### config.mk
export PLATFORM = sky130hd
export DESIGN_NAME = vga_ctrl
export DESIGN_NICKNAME = d
export VERILOG_FILES = /design/src/rtl/vga_pkg.sv /design/src/rtl/vga_sync_gen.sv /design/src/rtl/vga_ctrl.sv
export SDC_FILE = /design/constraint.sdc
export NUM_CORES = 1
export LEC_CHECK = 0
export BUFFER_PORTS_ARGS = -buffer_cell sky130_fd_sc_hd__buf_2
export CORE_MARGIN = 4
export CORE_UTILIZATION = 43
export DETAILED_ROUTE_END_ITERATION = 8
export GPL_ROUTABILITY_DRIVEN = 0
export HOLD_SLACK_MARGIN = 0.15
export PLACE_DENSITY = 0.74
export SLEW_MARGIN = 25
export SYNTH_ARGS = -nofsm -noshare
export SYNTH_HDL_FRONTEND = slang
export SYNTH_SLANG_ARGS = --single-unit
### constraint.sdc
create_clock -name i_clk -period 2.15 [get_ports i_clk]
set_input_delay 0.43 -clock i_clk [delete_from_list [all_inputs] [get_ports i_clk]]
set_output_delay 0.43 -clock i_clk [all_outputs]
set_load 0.02 [all_outputs]
### src/rtl/vga_pkg.sv
// vga_pkg: default 640x480@60 timing, counter/port widths and the
// colour-bar helper shared by the VGA controller.
package vga_pkg;

   localparam int H_ACTIVE_D = 640;
   localparam int H_FRONT_D  = 16;
   localparam int H_SYNC_D   = 96;
   localparam int H_BACK_D   = 48;
   localparam int H_TOTAL_D  = H_ACTIVE_D + H_FRONT_D + H_SYNC_D + H_BACK_D;

   localparam int V_ACTIVE_D = 480;
   localparam int V_FRONT_D  = 10;
   localparam int V_SYNC_D   = 2;
   localparam int V_BACK_D   = 33;
   localparam int V_TOTAL_D  = V_ACTIVE_D + V_FRONT_D + V_SYNC_D + V_BACK_D;

   localparam int H_CNT_W = 10;
   localparam int V_CNT_W = 10;
   localparam int X_W     = 10;
   localparam int Y_W     = 9;
   localparam int RGB_W   = 24;

   // Bar index bit k drives one full colour channel: {R,G,B} = {b2,b1,b0}.
   function automatic logic [RGB_W-1:0] bar_colour(input logic [2:0] b);
      return {{8{b[2]}}, {8{b[1]}}, {8{b[0]}}};
   endfunction

endpackage

### src/rtl/vga_sync_gen.sv
// vga_sync_gen: free-running pixel/line counters and the combinational
// active / hsync / vsync / frame-start decode of the current count.
module vga_sync_gen
   import vga_pkg::*;
#(
   parameter int H_ACTIVE = H_ACTIVE_D,
   parameter int H_FRONT  = H_FRONT_D,
   parameter int H_SYNC   = H_SYNC_D,
   parameter int H_BACK   = H_BACK_D,
   parameter int V_ACTIVE = V_ACTIVE_D,
   parameter int V_FRONT  = V_FRONT_D,
   parameter int V_SYNC   = V_SYNC_D,
   parameter int V_BACK   = V_BACK_D
) (
   input  logic               i_clk,
   input  logic               i_rst,
   output logic [H_CNT_W-1:0] o_h_cnt,
   output logic [V_CNT_W-1:0] o_v_cnt,
   output logic               o_active,
   output logic               o_hsync,
   output logic               o_vsync,
   output logic               o_frame
);

   localparam int H_TOTAL = H_ACTIVE + H_FRONT + H_SYNC + H_BACK;
   localparam int V_TOTAL = V_ACTIVE + V_FRONT + V_SYNC + V_BACK;

   // Thresholds sized to the counters so every compare is full width.
   localparam logic [H_CNT_W-1:0] H_LAST  = H_CNT_W'(H_TOTAL - 1);
   localparam logic [H_CNT_W-1:0] H_ACT_C = H_CNT_W'(H_ACTIVE);
   localparam logic [H_CNT_W-1:0] H_SS    = H_CNT_W'(H_ACTIVE + H_FRONT);
   localparam logic [H_CNT_W-1:0] H_SE    = H_CNT_W'(H_ACTIVE + H_FRONT + H_SYNC);
   localparam logic [V_CNT_W-1:0] V_LAST  = V_CNT_W'(V_TOTAL - 1);
   localparam logic [V_CNT_W-1:0] V_ACT_C = V_CNT_W'(V_ACTIVE);
   localparam logic [V_CNT_W-1:0] V_SS    = V_CNT_W'(V_ACTIVE + V_FRONT);
   localparam logic [V_CNT_W-1:0] V_SE    = V_CNT_W'(V_ACTIVE + V_FRONT + V_SYNC);

   logic [H_CNT_W-1:0] h_cnt_q, h_cnt_d;
   logic [V_CNT_W-1:0] v_cnt_q, v_cnt_d;

   // Next count: h wraps at end of line, v steps on each h wrap.
   always_comb begin
      h_cnt_d = h_cnt_q + 1'b1;
      v_cnt_d = v_cnt_q;
      if (h_cnt_q == H_LAST) begin
         h_cnt_d = '0;
         v_cnt_d = (v_cnt_q == V_LAST) ? '0 : v_cnt_q + 1'b1;
      end
   end

   // Counter registers; reset restarts the frame at (0,0).
   always_ff @(posedge i_clk) begin
      if (i_rst) begin
         h_cnt_q <= '0;
         v_cnt_q <= '0;
      end else begin
         h_cnt_q <= h_cnt_d;
         v_cnt_q <= v_cnt_d;
      end
   end

   assign o_h_cnt  = h_cnt_q;
   assign o_v_cnt  = v_cnt_q;
   assign o_active = (h_cnt_q < H_ACT_C) && (v_cnt_q < V_ACT_C);
   assign o_hsync  = (h_cnt_q >= H_SS) && (h_cnt_q < H_SE);
   assign o_vsync  = (v_cnt_q >= V_SS) && (v_cnt_q < V_SE);
   assign o_frame  = (h_cnt_q == '0) && (v_cnt_q == V_ACT_C);

endmodule

### src/rtl/vga_ctrl.sv
// vga_ctrl: VGA timing controller. Presents pixel coordinates to a
// combinational frame source and registers colour, blank and syncs in one
// stage so all pins stay aligned. Optional macro VGA_TEST_PATTERN_EN
// replaces the frame source with 8 vertical colour bars.
module vga_ctrl
   import vga_pkg::*;
#(
   parameter int H_ACTIVE = H_ACTIVE_D,
   parameter int H_FRONT  = H_FRONT_D,
   parameter int H_SYNC   = H_SYNC_D,
   parameter int H_BACK   = H_BACK_D,
   parameter int V_ACTIVE = V_ACTIVE_D,
   parameter int V_FRONT  = V_FRONT_D,
   parameter int V_SYNC   = V_SYNC_D,
   parameter int V_BACK   = V_BACK_D
) (
   input  logic             i_clk,
   input  logic             i_rst,
   output logic [X_W-1:0]   o_x,
   output logic [Y_W-1:0]   o_y,
   input  logic [RGB_W-1:0] i_rgb,
   output logic [7:0]       o_vga_r,
   output logic [7:0]       o_vga_g,
   output logic [7:0]       o_vga_b,
   output logic             o_hsync_n,
   output logic             o_vsync_n,
   output logic             o_blank_n,
   output logic             o_sync_n,
   output logic             o_frame_start
);

   logic [H_CNT_W-1:0] h_cnt;
   logic [V_CNT_W-1:0] v_cnt;
   logic               active, hsync, vsync, frame;
   logic [RGB_W-1:0]   pix_rgb;

   vga_sync_gen #(
      .H_ACTIVE (H_ACTIVE), .H_FRONT (H_FRONT), .H_SYNC (H_SYNC), .H_BACK (H_BACK),
      .V_ACTIVE (V_ACTIVE), .V_FRONT (V_FRONT), .V_SYNC (V_SYNC), .V_BACK (V_BACK)
   ) u_sync (
      .i_clk    (i_clk),
      .i_rst    (i_rst),
      .o_h_cnt  (h_cnt),
      .o_v_cnt  (v_cnt),
      .o_active (active),
      .o_hsync  (hsync),
      .o_vsync  (vsync),
      .o_frame  (frame)
   );

   // Coordinates only mean something inside the visible window.
   assign o_x = active ? X_W'(h_cnt)     : '0;
   assign o_y = active ? v_cnt[Y_W-1:0]  : '0;

`ifdef VGA_TEST_PATTERN_EN
   localparam logic [X_W-1:0] BAR_W = X_W'(H_ACTIVE / 8);
   logic [X_W-1:0] bar_idx;
   logic           unused_rgb;
   assign bar_idx    = o_x / BAR_W;
   assign pix_rgb    = bar_colour(bar_idx[2:0]);
   assign unused_rgb = ^{i_rgb, bar_idx[X_W-1:3]};
`else
   assign pix_rgb = i_rgb;
`endif

   logic [RGB_W-1:0] rgb_q, rgb_d;
   logic             hs_n_q, hs_n_d, vs_n_q, vs_n_d;
   logic             blank_n_q, blank_n_d, fs_q, fs_d;

   // Output-stage inputs: colour gated to black outside the active area.
   always_comb begin
      rgb_d     = active ? pix_rgb : '0;
      hs_n_d    = ~hsync;
      vs_n_d    = ~vsync;
      blank_n_d = active;
      fs_d      = frame;
   end

   // Single output register: one cycle from counter state to every pin.
   always_ff @(posedge i_clk) begin
      if (i_rst) begin
         rgb_q     <= '0;
         hs_n_q    <= 1'b1;
         vs_n_q    <= 1'b1;
         blank_n_q <= 1'b0;
         fs_q      <= 1'b0;
      end else begin
         rgb_q     <= rgb_d;
         hs_n_q    <= hs_n_d;
         vs_n_q    <= vs_n_d;
         blank_n_q <= blank_n_d;
         fs_q      <= fs_d;
      end
   end

   assign o_vga_r       = rgb_q[23:16];
   assign o_vga_g       = rgb_q[15:8];
   assign o_vga_b       = rgb_q[7:0];
   assign o_hsync_n     = hs_n_q;
   assign o_vsync_n     = vs_n_q;
   assign o_blank_n     = blank_n_q;
   assign o_sync_n      = 1'b0;
   assign o_frame_start = fs_q;

endmodule

==> metrics.txt, run 1 <==
outcome=finished, final reports clean; slowest CP cell=or4_1; Via Count=~1600; Worst Skew=5.08 ps; part of the power in the clock network=a little over a third; Max Slew Vio Count=0; mapped cell area=0.00193 mm²; Clk Latency, worst-skew pair=290 ps; CP max stage delay=690 ps; vias in the first global route=1528; Slew headroom=59.0%; crit path cell chain=ha_1 -> nand4_1 -> or4_1 -> or3_1 -> a21oi_1; Placed Cells incl. Taps=329; leakage=0.00111 µW; Final Util=57.1%; Slew @ Worst Pin=613 ps; FF-to-FF setup slack=between 90 and 100 ps; Reg clk slew, reported paths=~80 ps; WL final=4.24 mm; sw power=372 µW; Int Power=~1300 µW; post-synthesis sequential area ratio=49.8%; Hold Crit Endpoint=rgb_q[13]; Core Area=0.00435 mm²; Worst setup EP type=flip-flop; row count=24; Req. time, crit path=2380 ps; Num CTS Buffers=5; CTS H-tree depth=2; drt via density=4.88; P&R area growth vs syn=28.8%; YS warnings=0; Tot GR Track Use=16.7%; root buffer cell=clkbuf_8; sequential power share=54.6%; fmax=0.487 GHz; Routed WL per cell=approximately 13 µm; RR Startpoint=u_sync.o_h_cnt[0]; # hold bufs at CTS=0; Die Wd=75.0 µm; # DRC=0; CP arrival=approximately 2300 ps; worst r2r dst=u_sync.o_v_cnt[9]; 1st-iter DRT viols=89; Ports=74; PwrDens=683 mW/mm²; proportion of layout cells with a drive suffix above 1=32.3%; clk sink count=48; final net count=314; CP bufs+invs=0; Mapped Nets=241; Hold Fails Final Rpt=0; Pwr Total=1700 µW; largest net degree at the start of global routing=26; TritonCTS clock tree=yes; Starting Density=44.3%; Distinct cells, synth=29; Startpoint Class=flip-flop; fin crit period=2050 ps; Synth Instances=211; chip height=75.0 µm; fin cells=337; CP Launch Point=u_sync.o_h_cnt[0]; FF+latch count, synth=48; HP Start=i_rgb[13]; total die area=0.00563 mm²; Comb power frac=8.8%; Stages on worst setup path=5; Worst R2R Path Depth=5; post-DP HPWL=3.18 mm; initial antenna violation count=0; Top delay family on crit path=simple AND/OR/NAND/NOR gates; RSZ-0062 raised after global routing=yes; first-pass GRT wire length=7.15 mm; CP Class=flip-flop to flip-flop; syn_area_per_cell=9.15 µm²; GRT Residual Overflow=0; WHS Path Cells=2; largest buffer count on any clock path=2; Min-Delay Path Class=primary input to flip-flop; # Max-Cap Violations=0; final setup violation count=0; share of the clock period used by the worst path=95.4%; peak supply drop=0.000433 V; port bufs=between 70 and 80; TritonRoute pass-1 iters=4; Max FO, Critical Path=6; remaining antenna violation count=0; n_diodes=0; Net Sw Frac=21.9%
-- Yosys cell counts --
library cell  instances  area, µm²
dfxtp_1              48        961
and2_1               38        238
nor3_1               15       75.1
clkbuf_1             12       45.0
nand2_1              11       41.3
nand3_1              11       55.1
nor2_1                8       30.0
a21oi_1               7       35.0
xnor2_1               7       61.3
inv_1                 6       22.5
nand4_1               6       37.5
nor4_1                5       31.3
ha_1                  4       50.1
nor4b_1               4       35.0
o21ai_0               4       20.0
or3_1                 4       25.0
xor2_1                4       35.0
or4_1                 3       22.5
and4_1                2       17.5
nor3b_1               2       15.0
o31ai_1               2       15.0
and3_1                1       6.26
buf_2                 1       5.00
buf_4                 1       7.51
buf_6                 1       11.3
conb_1                1       3.75
o21bai_1              1       7.51
or3_4                 1       11.3
or4b_1                1       10.0
-- area by class of cell --
type	count	area, µm²
fillers	380	1870
flip-flops and latches	48	961
multi-input cells	142	902
repair buffers	81	428
clock buffers	6	72.6
well taps	52	65.1
clock inverters	2	35.0
inverters	6	22.5
-- kinds of logic (layout without fill, tap and decap cells) --
kind of cell / count (synthesis) / in the layout / share of synthesized area, %
adders and majority gates: 4 / 4 / 2.59
DFF: 48 / 48 / 49.8
AOI/OAI and AO/OA: 14 / 14 / 4.02
and+or+nand+nor: 112 / 112 / 33.7
buffers and inverters: 21 / 95 / 4.73
other: 1 / 1 / 0.194
xor gates and xnor gates: 11 / 11 / 4.99
-- power groups by stage --
| stage | clock (µW) | combinational, µW | sequential (µW) |
|---|---|---|---|
| CTS | 642 | 151 | 928 |
| global route | 676 | 165 | 932 |
| global placement | 0 | 148 | 948 |
| detailed placement | 0 | 150 | 949 |
| floorplan | 0 | 53.8 | 982 |
| finish | 622 | 149 | 928 |
-- cell usage in the layout (no fill, tap or decap), drive strengths merged --
master  instances
or4             3
nand4           6
a21oi           7
buf            81
nor2            8
o21bai          1
bufinv          1
o21ai           4
o31ai           2
nand2          11
xnor2           7
clkbuf          6
and2           38
or4b            1
nor4b           4
dfxtp          48
ha              4
conb            1
and3            1
xor2            4
nor4            5
or3             5
nand3          11
nor3           15
nor3b           2
inv             6
clkinv          1
and4            2
-- layer usage --
metal / routed length [µm] / up-vias / track usage [%]
li1: - / 858 / -
met1: 1890 / 701 / 21.7
met2: 1670 / 79 / 23.1
met3: 609 / 5 / 9.21
met4: 62 / 0 / 6.72
met5: 0 / - / 0
-- repair_timing --
| item | CTS | global route |
|---|---|---|
| resized for setup | 1 | 2 |
| hold endpoints to repair | 0 | 0 |
| pin swaps | 0 | 0 |
| setup endpoints to repair | 14 | 17 |
| buffers inserted | 0 | 0 |
-- state kept, by name, indices dropped and copies added, names as in the netlist --
name / count
o_blank_n: 1
o_frame_start: 1
o_hsync_n: 1
o_vsync_n: 1
rgb_q: 24
u_sync.o_h_cnt: 10
u_sync.o_v_cnt: 10
-- worst max-delay path by stage --
stage	endpoint	slack, ps
after floorplan	u_sync.o_v_cnt[6]	160
final	u_sync.o_v_cnt[9]	100
after global routing	u_sync.o_v_cnt[9]	-2
after global placement	u_sync.o_v_cnt[6]	150
after detailed placement	u_sync.o_v_cnt[8]	100
after CTS	u_sync.o_v_cnt[8]	70
-- per-stage QoR --
step                      area, µm²  setup WS [ps]  TNS [ps]  hold WS [ps]
after detailed placement       2360            102         0           478
after floorplan                1930            156         0           425
after CTS                      2470           70.7         0           315
after global placement         2360            153         0           468
final                          2490           97.9         0           327
after global routing           2490          -2.44     -2.44           312
-- worst register-to-register path: stages, from the launching register on --
cell	delay, ps
dfxtp_1	420
ha_1	200
nand4_1	190
or4_1	690
or3_1	350
a21oi_1	140
Note: power is estimated with default switching activity, not from simulation.
==> run 2, diff against run 1 <==
CORE_MARGIN = 3   (was 4)
==> metrics.txt, run 2 (synthesized netlist as in run 1, its figures left out) <==
outcome=finished, final reports clean; Reg clk slew, reported paths=90 ps; proportion of layout cells with a drive suffix above 1=33.8%; PwrDens=657 mW/mm²; Max FO, Critical Path=8; first-pass GRT wire length=roughly 7.3 mm; WHS Path Cells=2; CP Class=flip-flop to primary output; root buffer cell=clkbuf_8; vias in the first global route=1636; FF-to-FF setup slack=170 ps; Slew @ Worst Pin=623 ps; post-route setup TNS=0 ps; max reg flops=24; TritonCTS clock tree=yes; Starting Density=46.3%; Worst Skew=9.43 ps; Die Wd=between 70 and 80 µm; Num CTS Buffers=5; Biggest register=rgb_q; fin crit period=around 2000 ps; CTS H-tree depth=2; Max Slew Vio Count=0; Tot GR Track Use=about 18%; TritonRoute pass-1 iters=4; 1st-iter DRT viols=144; P&R area growth vs syn=30.1%; clk sink count=48; chip height=roughly 73 µm; Startpoint Class=flip-flop; initial antenna violation count=0; most common cell after layout, fill and taps aside=buf_2; Ports=74; Clk Latency, worst-skew pair=310 ps; Routed WL per cell=12.7 µm; final net count=319; share of the clock period used by the worst path=92.3%; Req. time, crit path=around 1700 ps; drt via density=4.93; Min-Delay Path Class=primary input to flip-flop; leakage=around 0.0011 µW; Worst R2R Path Depth=5; final setup violation count=0; largest buffer count on any clock path=2; Core Area=0.00417 mm²; # DRC=0; n_diodes=0; fmax=0.504 GHz; port bufs=72; total die area=about 0.0053 mm²; Worst setup EP type=primary output; CP arrival=1550 ps; hold slack=310 ps; row count=23; GRT Residual Overflow=0; peak supply drop=0.000438 V; largest net degree at the start of global routing=26; post-DP HPWL=3.21 mm; RSZ-0062 raised after global routing=no; Slew headroom=58.3%; WL final=around 4.3 mm; # Max-Cap Violations=0; Hold Fails Final Rpt=0; Via Count=1675; commonest cells after routing, fill and taps aside=72 x buf_2, 48 x dfxtp_1, 38 x and2_1; remaining antenna violation count=0
[run 2: changes by cell type in the layout (fill, tap and decap cells not counted), sizes merged]
cell,change
buf,+5
bufinv,-1
clkinv,-1
clkinvlp,+2
[run 2: worst paths after layout]
| kind | to | from |
|---|---|---|
| max | o_y[1] | u_sync.o_h_cnt[8] |
| max reg2reg | u_sync.o_v_cnt[8] | u_sync.o_h_cnt[1] |
| min reg2reg | o_vsync_n | u_sync.o_v_cnt[1] |
| min | rgb_q[19] | i_rgb[19] |
[run 2: critical path: stages (launching register included)]
cell and delay [ps]:
dfxtp_1 390, o21ai_0 170, nand2_1 120, buf_4 190, nor3_1 160, buf_2 200
[run 2: layout make-up]
class                   count  area, µm²
clock buffers               6       82.6
clock inverters             2       15.0
fillers                   373       1660
inverters                   6       22.5
multi-input cells         142        902
flip-flops and latches     48        961
well taps                  50       62.6
repair buffers             86        465
[run 2: layer usage]
metal,up-vias,track usage [%],part of all wire [%]
li1,865,-,-
met1,731,21.6,44
met2,71,26.6,45
met3,8,6.06,9.3
met4,0,10.5,1.9
met5,-,0,0
[run 2: power breakdown]
part	switching (µW)	leakage [µW]	total (µW)	internal (µW)
Clock	311	0.0000434	572	260
Combinational	86.6	0.000684	152	65.5
Sequential	8.92	0.000394	927	918
Total	407	0.00112	1650	1240
[run 2: what timing repair did]
item                                    4_1_cts  5_1_grt
pin swaps                                     0        0
endpoints found under the hold margin         0        0
buffers inserted                              0        2
gates resized for setup                       1        2
endpoints found under the setup margin       14       19
hold buffers                                  0        0
[run 2: stage by stage]
step / worst slack, ps / std cells / total power (µW) / utilization [%] / area (µm²)
3_3_place_gp: 110 / 330 / 1100 / 57.0 / 2380
2_1_floorplan: 156 / 211 / 1040 / - / 1930
6_report: 166 / 340 / 1650 / 60.2 / 2510
4_1_cts: 48.7 / 338 / 1660 / 59.4 / 2480
3_5_place_dp: 93.2 / 330 / 1100 / 57.0 / 2380
5_1_grt: 2.75 / 340 / 1710 / 60.2 / 2510
